`src/rtl/safe_lock_supervisor.sv`:
```
// Supervisor behind the safe-code comparator: syncs open_n/fail_n, counts failures,
// times the open window and a blinking lockout. Define SAFE_LOCK_BUZZER_EN to add a lockout buzzer.
module safe_lock_supervisor #(
  parameter int unsigned MAX_FAIL       = 3,
  parameter int unsigned OPEN_CYCLES    = 50000000,
  parameter int unsigned LOCKOUT_CYCLES = 500000000,
  parameter int unsigned BLINK_HALF     = 12500000
`ifdef SAFE_LOCK_BUZZER_EN
  ,
  parameter int unsigned BUZZ_HALF      = 25000
`endif
) (
  input  logic                            clk,
  input  logic                            rst_n,
  input  logic                            open_n,
  input  logic                            fail_n,
  output logic                            safe_open_n,
  output logic                            alarm_led_n,
  output logic                            lockout,
  output logic [$clog2(MAX_FAIL+1)-1:0]   fail_cnt
`ifdef SAFE_LOCK_BUZZER_EN
  ,
  output logic                            buzzer
`endif
);

  localparam int unsigned FCW  = $clog2(MAX_FAIL + 1);
  localparam int unsigned TMAX = (OPEN_CYCLES > LOCKOUT_CYCLES) ? OPEN_CYCLES : LOCKOUT_CYCLES;
  localparam int unsigned TW   = (TMAX > 1) ? $clog2(TMAX) : 1;
  localparam int unsigned BW   = (BLINK_HALF > 1) ? $clog2(BLINK_HALF) : 1;

  localparam logic [FCW-1:0] FC_MAX     = FCW'(MAX_FAIL);
  localparam logic [FCW-1:0] FC_LAST    = FCW'(MAX_FAIL - 1);
  localparam logic [TW-1:0]  OPEN_LOAD  = TW'(OPEN_CYCLES - 1);
  localparam logic [TW-1:0]  LOCK_LOAD  = TW'(LOCKOUT_CYCLES - 1);
  localparam logic [BW-1:0]  BLINK_LAST = BW'(BLINK_HALF - 1);

  localparam logic [1:0] ST_IDLE    = 2'd0;
  localparam logic [1:0] ST_OPEN    = 2'd1;
  localparam logic [1:0] ST_LOCKOUT = 2'd2;

  logic [1:0]     open_sync_q, fail_sync_q;
  logic           open_s, fail_s;
  logic           cls_idle, cls_success, cls_failure;
  logic           evt_success, evt_failure;

  logic [1:0]     state_q, state_d;
  logic [TW-1:0]  timer_q, timer_d;
  logic [BW-1:0]  blink_cnt_q, blink_cnt_d;
  logic           blink_on_q, blink_on_d;
  logic           armed_q, armed_d;
  logic [FCW-1:0] fail_cnt_d;
  logic           safe_open_n_d, alarm_led_n_d, lockout_d;

`ifdef SAFE_LOCK_BUZZER_EN
  localparam int unsigned ZW = (BUZZ_HALF > 1) ? $clog2(BUZZ_HALF) : 1;
  localparam logic [ZW-1:0] BUZZ_LAST = ZW'(BUZZ_HALF - 1);
  logic [ZW-1:0]  buzz_cnt_q, buzz_cnt_d;
  logic           buzzer_d;
`else
  // Buzzer absent: no counter or output in this build.
`endif

  // Two-flop synchronizers for the asynchronous comparator outputs
  always_ff @(posedge clk or negedge rst_n) begin
    if (!rst_n) begin
      open_sync_q <= 2'b11;
      fail_sync_q <= 2'b11;
    end else begin
      open_sync_q <= {open_sync_q[0], open_n};
      fail_sync_q <= {fail_sync_q[0], fail_n};
    end
  end

  assign open_s      = open_sync_q[1];
  assign fail_s      = fail_sync_q[1];
  assign cls_idle    = open_s & fail_s;
  assign cls_success = ~open_s & fail_s;
  assign cls_failure = open_s & ~fail_s;
  assign evt_success = armed_q & cls_success;
  assign evt_failure = armed_q & cls_failure;

  // State and registered outputs
  always_ff @(posedge clk or negedge rst_n) begin
    if (!rst_n) begin
      state_q     <= ST_IDLE;
      timer_q     <= '0;
      blink_cnt_q <= '0;
      blink_on_q  <= 1'b0;
      armed_q     <= 1'b1;
      fail_cnt    <= '0;
      safe_open_n <= 1'b1;
      alarm_led_n <= 1'b1;
      lockout     <= 1'b0;
`ifdef SAFE_LOCK_BUZZER_EN
      buzz_cnt_q  <= '0;
      buzzer      <= 1'b0;
`endif
    end else begin
      state_q     <= state_d;
      timer_q     <= timer_d;
      blink_cnt_q <= blink_cnt_d;
      blink_on_q  <= blink_on_d;
      armed_q     <= armed_d;
      fail_cnt    <= fail_cnt_d;
      safe_open_n <= safe_open_n_d;
      alarm_led_n <= alarm_led_n_d;
      lockout     <= lockout_d;
`ifdef SAFE_LOCK_BUZZER_EN
      buzz_cnt_q  <= buzz_cnt_d;
      buzzer      <= buzzer_d;
`endif
    end
  end

  // Next state and next output values
  always_comb begin
    state_d       = state_q;
    timer_d       = timer_q;
    blink_cnt_d   = blink_cnt_q;
    blink_on_d    = blink_on_q;
    armed_d       = armed_q;
    fail_cnt_d    = fail_cnt;
    safe_open_n_d = 1'b1;
    alarm_led_n_d = 1'b1;
    lockout_d     = 1'b0;
`ifdef SAFE_LOCK_BUZZER_EN
    buzz_cnt_d    = buzz_cnt_q;
    buzzer_d      = 1'b0;
`endif

    // One event per key press; invalid (both low) neither fires nor re-arms
    if (evt_success || evt_failure) begin
      armed_d = 1'b0;
    end else if (cls_idle) begin
      armed_d = 1'b1;
    end

    case (state_q)
      ST_IDLE: begin
        alarm_led_n_d = fail_s;
        if (evt_success) begin
          state_d       = ST_OPEN;
          fail_cnt_d    = '0;
          timer_d       = OPEN_LOAD;
          safe_open_n_d = 1'b0;
          alarm_led_n_d = 1'b1;
        end else if (evt_failure) begin
          if (fail_cnt < FC_LAST) begin
            fail_cnt_d = fail_cnt + FCW'(1);
          end else begin
            state_d       = ST_LOCKOUT;
            fail_cnt_d    = FC_MAX;
            timer_d       = LOCK_LOAD;
            blink_cnt_d   = '0;
            blink_on_d    = 1'b1;
            lockout_d     = 1'b1;
            alarm_led_n_d = 1'b0;
`ifdef SAFE_LOCK_BUZZER_EN
            buzz_cnt_d    = '0;
            buzzer_d      = 1'b1;
`endif
          end
        end
      end

      ST_OPEN: begin
        if (timer_q == '0) begin
          state_d       = ST_IDLE;
          alarm_led_n_d = fail_s;
        end else begin
          timer_d       = timer_q - TW'(1);
          safe_open_n_d = 1'b0;
        end
      end

      ST_LOCKOUT: begin
        if (timer_q == '0) begin
          state_d     = ST_IDLE;
          fail_cnt_d  = '0;
          blink_cnt_d = '0;
          blink_on_d  = 1'b0;
`ifdef SAFE_LOCK_BUZZER_EN
          buzz_cnt_d  = '0;
`endif
        end else begin
          timer_d   = timer_q - TW'(1);
          lockout_d = 1'b1;
          if (blink_cnt_q == BLINK_LAST) begin
            blink_cnt_d = '0;
            blink_on_d  = ~blink_on_q;
          end else begin
            blink_cnt_d = blink_cnt_q + BW'(1);
          end
          alarm_led_n_d = ~blink_on_d;
`ifdef SAFE_LOCK_BUZZER_EN
          if (buzz_cnt_q == BUZZ_LAST) begin
            buzz_cnt_d = '0;
            buzzer_d   = ~buzzer;
          end else begin
            buzz_cnt_d = buzz_cnt_q + ZW'(1);
            buzzer_d   = buzzer;
          end
`endif
        end
      end

      default: begin
        state_d     = ST_IDLE;
        timer_d     = '0;
        blink_cnt_d = '0;
        blink_on_d  = 1'b0;
        fail_cnt_d  = '0;
`ifdef SAFE_LOCK_BUZZER_EN
        buzz_cnt_d  = '0;
`endif
      end
    endcase
  end

endmodule

```
`config.mk`:
```
export PLATFORM = sky130hd
export DESIGN_NAME = safe_lock_supervisor
export DESIGN_NICKNAME = d
export VERILOG_FILES = /design/src/rtl/safe_lock_supervisor.sv
export SDC_FILE = /design/constraint.sdc
export NUM_CORES = 1
export LEC_CHECK = 0
export CORE_UTILIZATION = 30
export DETAILED_ROUTE_END_ITERATION = 8
export SETUP_SLACK_MARGIN = 0.05
export SLEW_MARGIN = 20
export SYNTH_ARGS = -nofsm -noshare
export SYNTH_HDL_FRONTEND = slang
export SYNTH_SLANG_ARGS = --single-unit
```
`constraint.sdc`:
```
create_clock -name clk -period 3.5 [get_ports clk]
set_input_delay 0.7 -clock clk [delete_from_list [all_inputs] [get_ports clk]]
set_output_delay 0.7 -clock clk [all_outputs]
set_load 0.02 [all_outputs]
```
# Word level (Yosys, flattened, before mapping)
# Cells that the tools add are included.
# classes
n_eq_ne	11
bitwise_logic	10
muxes	44
n_addsub	3
n_reduce_logical	9
magnitude_cmp	1
# ops
operator	count
$mux W24	5
$mux W29	4
$pmux W24 S3	1
$pmux W29 S2	1
$logic_not A29 Y1	1
$sub A29 B1 Y29 const B	1
$add A24 B1 Y24 const B	1
$eq A24 B24 Y1 const B	1
$mux W1	20
$mux W2	7
$ne A2 B2 Y1 const B	5
$reduce_and A3 Y1	3
$ne A3 B3 Y1 const B	2
$pmux W1 S3	2
$pmux W2 S3	1
$and A1 B1 Y1	5
$not A1 Y1	5
$pmux W1 S2	2
$pmux W2 S2	1
$reduce_and A4 Y1	1
$add A2 B1 Y2 const B	1
$eq A2 B1 Y1 const B	1
$eq A2 B2 Y1 const B	1
$logic_not A2 Y1	1
5 further kinds	5
# word_totals
inputBits	4
reg_bits	66
output_inout_bits	5

# Logic depth before layout (Yosys ltp)
# Gate-level depths: netlist (run 1).
# depth
word_depth	7
mapped_depth	10
ltp_nobuf	7

# Worst setup path after synthesis (run 1)
# No wires, ideal clock.
# synth_timing
path_type	register to register
from	register timer_q[0]
to	register fail_cnt[0]
stages_incl_launch_ff	8
t_arrival_ns	2.188
t_required_ns	3.375
n_path_buf	0
setup_ns	0.125
slack_ns	1.187
path_cell_list	dfrtp_1 inv_1 ha_1 nor4b_1 nand3_2 o31ai_4 nand2_2 mux2_4
# synth_via
elab_chain_len	3
# synth_rtl
element	line	source
from (decl)	48	logic [TW-1:0] timer_q, timer_d;
from (signal assigned)	101	timer_q <= timer_d;
$logic_not A29 Y1	178	if (timer_q == '0) begin
$ne A2 B2 Y1 (no line)	--	
$reduce_and A3 Y1 (no line)	--	
to (signal assigned)	105	fail_cnt <= fail_cnt_d;
to (decl)	20	output logic [$clog2(MAX_FAIL+1)-1:0] fail_cnt
# No other way between the ends.
# A chain may end at the register's enable or synchronous reset.

# Worst setup path in the final report (run 1)
# layout_timing
from	register timer_q[0]
to	register timer_q[18]
# layout_via
elab_chain_len	3
word_cells_on_any_way	6
classes_between	add/sub (1); eq/ne (1); mux (2); reduce/logical (2)
# layout_rtl
element
$sub A29 B1 Y29 / $logic_not A29 Y1 (equally long branches)
$mux W29 / $ne A2 B2 Y1 (equally long branches)
$pmux W29 S2 / $reduce_and A3 Y1 (equally long branches)
# Parallel ways exist; a longest one is shown, timed or not. The select of a mux whose other input is x is not followed.

==> results.sh, run 1 <==
export IMPL_outcome="completed"
export IMPL_slew_viol_final=0
export IMPL_ant_nets=0
export IMPL_grt_usage_pct=16.20
export IMPL_finalSetupViolations=0
export IMPL_path_delay_family="simple AND/OR/NAND/NOR gates"
export IMPL_synth_cells=429
export IMPL_synth_compound_area_share_pct=21.15
export IMPL_tns_ns=0
export IMPL_seq_area_frac_synth_pct=42.46
export IMPL_whs_endpoint="fail_sync_q[1]$_DFF_PN1_"
export IMPL_synthSimpleGateAreaFrac_pct=26.24
export IMPL_hp_start="fail_sync_q[0]$_DFF_PN1_"
export IMPL_hold_class="flop to flop"
export IMPL_start_util_pct=30.86
export IMPL_ys_ff_latch=66
export IMPL_cp_start_kind="flop"
export IMPL_drt_iter0_markers=263
export IMPL_clock_skew_ns=0.006033
export IMPL_grt_pass1_vias=3311
export IMPL_synth_xor_area_share_pct=3.808
export IMPL_dp_cells=597
export IMPL_fp_dieH_microns=116.2
export IMPL_p_leak_nw=1.765
export IMPL_timing_rr_end="timer_q[18]$_DFFE_PN0P_"
export IMPL_peakVddDrop_uv=310.8
export IMPL_wl_per_cell_microns=16.67
export IMPL_grt_max_degree=37
export IMPL_final_area_sq_um=4491
export IMPL_cp_data_required_time_ns=3.69
export IMPL_cts_inserted_buffers=9
export IMPL_hold_depth=0
export IMPL_num_vias=3487
export IMPL_synth_top_family_by_area="simple AND/OR/NAND/NOR gates"
export IMPL_drive_gt1_share_pct=11.11
export IMPL_nNetsFinal=446
export IMPL_slowest_delay_ns=0.62
export IMPL_dieArea_sq_um=13490
export IMPL_powerDensity_nw_per_um2=818.0
export IMPL_core_area_sq_um=12670
export IMPL_synthAdderAreaFrac_pct=1.920
export IMPL_drc=0
export IMPL_min_period_ns=2.829
export IMPL_cp_max_fo=16
export IMPL_placementRows=41
export IMPL_place_gp_congestion=0.8706
export IMPL_worst_slack_ns=0.6713
export IMPL_slowest_stage="or4b_1"
export IMPL_via_per_inst=5.688
export IMPL_place_area_sq_um=4170
export IMPL_dp_hpwl_mm=7.090
export IMPL_cts_root_buf="clkbuf_16"
export IMPL_overflow=0
export IMPL_cts_hold_buf=0
export IMPL_synthArstFlopShare_pct=100.0
export IMPL_synthMuxAreaShare_pct=0.3840
export IMPL_cap_violations=0
export IMPL_drt_pass1_iter_count=5
export IMPL_ios=9
export IMPL_share_comb_of_total_power_pct=40.8
export IMPL_synth_area_sq_um=3910
export IMPL_synth_nets=439
export IMPL_critPathKind="flop to flop"
export IMPL_wl_mm=10.22
export IMPL_synth_edf_count=0
export IMPL_clockBufferDepth=2
export IMPL_io_buffers=8
export IMPL_ctsResizeCount=0
export IMPL_power_share_clock_pct=26.5
export IMPL_cts_tree="yes"
export IMPL_reg2reg_depth=8
export IMPL_path_cells="inv_1 > ha_1 > or4b_1 > nor4_4 > and3_1 > buf_4 > or3_1 > o311ai_1"
export IMPL_ys_warn_count=0
export IMPL_syn_area_per_cell_sq_um=9.114
export IMPL_fp_dieW_microns=116.2
export IMPL_htreeDepth=3
export IMPL_hold_viol_final=0
export IMPL_worst_slew_pin_slew_ns=0.8674
export IMPL_crit_buf_inv=2
export IMPL_period_share_pct=80.82
export IMPL_r2r_slack_ns=0.67
export IMPL_final_cells=613
export IMPL_clock_latency_ns=0.34
export IMPL_antenna_found_initial=0
export IMPL_diodes=0
export IMPL_area_growth_syn_to_layout_pct=14.85
export IMPL_p_int_w=0.002131
export IMPL_r2r_start="timer_q[0]$_DFFE_PN0P_"
export IMPL_synthFlopType="dfrtp_1"
export IMPL_cts_sinks=66
export IMPL_timing_fmax_mhz=353.5
export IMPL_arrival_ns=3.01
export IMPL_dp_slack_ns=0.6932
export IMPL_end_kind="flop"
export IMPL_switching_share_pct=41.98
export IMPL_clk_pin_slew_ns=0.06
export IMPL_max_slew_margin_rel_pct=42.17
export IMPL_yosysUniqueCellTypes=66
export IMPL_grt_pass1_wl_mm=16.88
export IMPL_cts_setup_buffers=0
export IMPL_pwr_share_seq_pct=32.7
export IMPL_rsz0062_at_grt="no"
export IMPL_power_switching_w=0.001542
-- worst max path at each step --
stage | endpoint | start | depth (start not counted) | slack, ns
2_1_floorplan | fail_cnt[0]$_DFFE_PN0P_ | timer_q[0]$_DFFE_PN0P_ | 7 | 1.19
3_3_place_gp | timer_q[27]$_DFFE_PN0P_ | timer_q[0]$_DFFE_PN0P_ | 8 | 0.79
3_5_place_dp | timer_q[18]$_DFFE_PN0P_ | timer_q[0]$_DFFE_PN0P_ | 8 | 0.69
4_1_cts | timer_q[18]$_DFFE_PN0P_ | timer_q[0]$_DFFE_PN0P_ | 8 | 0.70
5_1_grt | timer_q[18]$_DFFE_PN0P_ | timer_q[0]$_DFFE_PN0P_ | 8 | 0.52
6_report | timer_q[18]$_DFFE_PN0P_ | timer_q[0]$_DFFE_PN0P_ | 8 | 0.67
-- cells in the final DEF, fill, tap and decap left out, types with 10 or more instances in the layout --
cell type,instances
a21oi_1,17
a31oi_1,12
buf_4,10
dfrtp_1,59
inv_1,14
nand2_1,30
nand3_1,24
nor2_1,36
nor3_1,15
o21ai_0,36
o311ai_1,10
xor2_1,14
-- synth_stat cells (7+ instances only) --
cell type / n / area share, %
nand4_1: 9 / 1.4
a21oi_1: 17 / 2.2
nor2_1: 36 / 3.5
o311ai_1: 10 / 2.2
xor2_1: 14 / 3.1
and3_1: 9 / 1.4
dfstp_2: 7 / 4.7
o21ai_0: 36 / 4.6
nand3_1: 24 / 3.1
dfrtp_1: 59 / 38
clkbuf_1: 11 / 1.1
nor4_1: 8 / 1.3
nand2_1: 30 / 2.9
inv_1: 14 / 1.3
nor3_1: 15 / 1.9
or3_1: 9 / 1.4
o31ai_1: 7 / 1.3
a31oi_1: 12 / 1.9
-- power by group through the flow --
stage                     Sequential, W  Combinational [W]  Clock (W)
final                           0.00120            0.00150   0.000974
after global routing            0.00123            0.00164    0.00103
after CTS                       0.00119            0.00149   0.000992
after detailed placement        0.00120            0.00149          0
after global placement          0.00120            0.00147          0
after floorplan                 0.00117            0.00107          0
-- metal layers --
layer	share of wire, %	routed length [microns]	up-vias	track usage (%)
met5	0	0	-	0
met1	47	4775	1713	20.71
met4	2.1	210	0	5.385
met2	46	4720	97	26.31
met3	5.0	513	31	4.619
li1	-	-	1646	-
-- layout make-up --
| type | count | area [sq um] |
|---|---|---|
| fillers | 1306 | 8180 |
| multi-input cells | 327 | 2092 |
| flip-flops and latches | 66 | 1660 |
| clock buffers | 10 | 229.0 |
| well taps | 172 | 215.2 |
| repair buffers | 18 | 150.1 |
| clock inverters | 6 | 91.34 |
| inverters | 14 | 52.55 |
-- flip-flops by register name, indices dropped and copies added, names as in the netlist --
name,cells
armed_q,1
open_sync_q,2
blink_cnt_q,24
fail_cnt,2
alarm_led_n,1
blink_on_q,1
lockout,1
fail_sync_q,2
state_q,2
timer_q,29
safe_open_n,1
-- per-stage QoR --
step / utilization (%) / power (W) / hold WS (ns)
after CTS: 35.44 / 0.003674 / 0.3512
after global placement: 32.91 / 0.002663 / 0.3458
after global routing: 35.44 / 0.003907 / 0.3540
final: 35.44 / 0.003673 / 0.3502
after detailed placement: 32.91 / 0.002686 / 0.3468
after floorplan: - / 0.002245 / 0.3452
-- kinds of logic after synthesis --
| kind of cell | Yosys count |
|---|---|
| adder cells (fa/ha/maj) | 6 |
| AND/OR/NAND/NOR | 183 |
| flip-flops | 66 |
| XOR/XNOR | 17 |
| AO/OA/AOI/OAI | 120 |
| buffers and inverters | 36 |
| multiplexers | 1 |
Note: power is estimated with default switching activity, not from simulation.
==> inputs of run 2 (changes only) <==
- clock period: 3.5 -> 2.35 ns (I/O delays scaled with it)
==> results.sh, run 2 (synthesized netlist as in run 1, its figures left out) <==
export IMPL_clock_skew_ns=0.005423
export IMPL_htreeDepth=3
export IMPL_cp_data_required_time_ns=2.56
export IMPL_largest_reg_flops=29
export IMPL_clockBufferDepth=2
export IMPL_grt_pass1_wl_mm=18.47
export IMPL_clk_pin_slew_ns=0.05
export IMPL_ant_nets=0
export IMPL_final_common_cell="dfrtp_1"
export IMPL_min_period_ns=2.213
export IMPL_drc=0
export IMPL_place_gp_congestion=0.9126
export IMPL_dp_hpwl_mm=7.649
export IMPL_hold_class="primary input to asynchronous set/reset pin"
export IMPL_timing_fmax_mhz=451.9
export IMPL_powerDensity_nw_per_um2=1187
export IMPL_hold_viol_final=0
export IMPL_top_regs="timer_q x29, blink_cnt_q x24"
export IMPL_p_leak_nw=1.983
export IMPL_top_register="timer_q"
export IMPL_wl_mm=11.00
export IMPL_cts_tree="yes"
export IMPL_period_share_pct=94.16
export IMPL_ios=9
export IMPL_num_vias=3655
export IMPL_grt_max_degree=67
export IMPL_nNetsFinal=485
export IMPL_cts_sinks=66
export IMPL_start_util_pct=30.86
export IMPL_grt_pass1_vias=3513
export IMPL_overflow=0
export IMPL_grt_usage_pct=17.64
export IMPL_cp_max_fo=16
export IMPL_drt_pass1_iter_count=5
export IMPL_fp_dieH_microns=116.2
export IMPL_finalSetupViolations=0
export IMPL_outcome="completed"
export IMPL_peakVddDrop_uv=558.9
export IMPL_tns_ns=0
export IMPL_drt_iter0_markers=392
export IMPL_max_slew_margin_rel_pct=61.61
export IMPL_cts_hold_buf=0
export IMPL_via_per_inst=5.606
export IMPL_cts_inserted_buffers=9
export IMPL_fp_dieW_microns=116.2
export IMPL_core_area_sq_um=12670
export IMPL_diodes=0
export IMPL_cap_violations=0
export IMPL_slew_viol_final=0
export IMPL_area_growth_syn_to_layout_pct=24.13
export IMPL_wl_per_cell_microns=16.87
export IMPL_end_kind="flop"
export IMPL_cts_root_buf="clkbuf_16"
export IMPL_critPathKind="flop to flop"
export IMPL_cp_start_kind="flop"
export IMPL_antenna_found_initial=0
export IMPL_r2r_slack_ns=0.14
export IMPL_rsz0062_at_grt="no"
export IMPL_arrival_ns=2.43
export IMPL_fin_total_pwr_w=0.005761
export IMPL_dieArea_sq_um=13490
export IMPL_io_buffers=8
export IMPL_drive_gt1_share_pct=20.83
export IMPL_clock_latency_ns=0.33
export IMPL_worst_slew_pin_slew_ns=0.5714
export IMPL_placementRows=41
export IMPL_final_cell_mix="59 x dfrtp_1, 45 x buf_4, 36 x nor2_1"
run 2: cell count changes in the layout (fill, tap and decap cells not counted), sizes merged:
cell      previous run  this run
bufinv               2         0
buf                 11        50
clkinv               1         3
clkinvlp             3         0
clkbuf              10        13
run 2: worst max-delay path, stage by stage (launching register included):
cell      delay, ns
dfrtp_1        0.41
or4_1          0.69
nor4_4         0.30
buf_4          0.18
a21boi_4       0.11
a21oi_4        0.19
buf_12         0.15
nor2_1         0.06
run 2: metrics by stage:
stage                     util, %  hold WS, ns  area [sq um]  setup WS [ns]  std cells
after global placement      35.39       0.3455          4484        0.04090        633
after detailed placement    35.39       0.3476          4484      -0.002208        633
after global routing        38.30       0.1790          4853        0.05816        652
after CTS                   37.63       0.1691          4768        0.04923        649
final                       38.30       0.1548          4853         0.1373        652
after floorplan                 -       0.1744          3916        0.05117        429
run 2: final cells by class:
cell class / instances / area [sq um]
Multi-Input combinational cell: 327 / 2176
Tap cell: 172 / 215.2
Fill cell: 1297 / 7818
Inverter: 14 / 52.55
Clock buffer: 13 / 250.2
Timing Repair Buffer: 57 / 484.2
Clock inverter: 3 / 15.01
Sequential cell: 66 / 1660
run 2: repair_timing:
| item | in CTS | in global routing |
|---|---|---|
| resized for setup | 4 | 17 |
| endpoints found under the setup margin | 15 | 53 |
| pin swaps | 0 | 1 |
| buffers inserted | 0 | 3 |
run 2: path summary, 6_finish.rpt:
kind                                          start                           to  depth (start not counted)
max                          timer_q[8]$_DFFE_PN0P_  blink_cnt_q[17]$_DFFE_PN0P_                          7
min                                           rst_n  blink_cnt_q[13]$_DFFE_PN0P_                          2
max reg2reg                  timer_q[8]$_DFFE_PN0P_  blink_cnt_q[17]$_DFFE_PN0P_                          7
min reg2reg                fail_sync_q[0]$_DFF_PN1_     fail_sync_q[1]$_DFF_PN1_                          0
max in group asynchronous                     rst_n     open_sync_q[0]$_DFF_PN1_                          2
min in group clk           fail_sync_q[0]$_DFF_PN1_     fail_sync_q[1]$_DFF_PN1_                          0
run 2: routing by layer:
layer,up-vias,routed length [microns],global-route usage [%]
li1,1731,-,-
met1,1805,5070,24.35
met2,106,5154,27.02
met3,13,612,4.359
met4,0,165,5.726
met5,-,0,0
run 2: power breakdown:
part / internal [W] / switching [W] / total, W / leakage [nW]
combinational: 0.00116 / 0.00167 / 0.00282 / 1.00
sequential: 0.00144 / 0.000289 / 0.00173 / 0.845
clock: 0.000737 / 0.000468 / 0.00120 / 0.133
total: 0.00334 / 0.00242 / 0.00576 / 1.98
==> inputs of run 3 (changes only) <==
- ABC_CLOCK_PERIOD_IN_PS: unset -> 2350
- CTS_CLUSTER_DIAMETER: unset -> 60
==> results of run 3 <==
Final layout, timing and power as in run 2 (identical DEF).
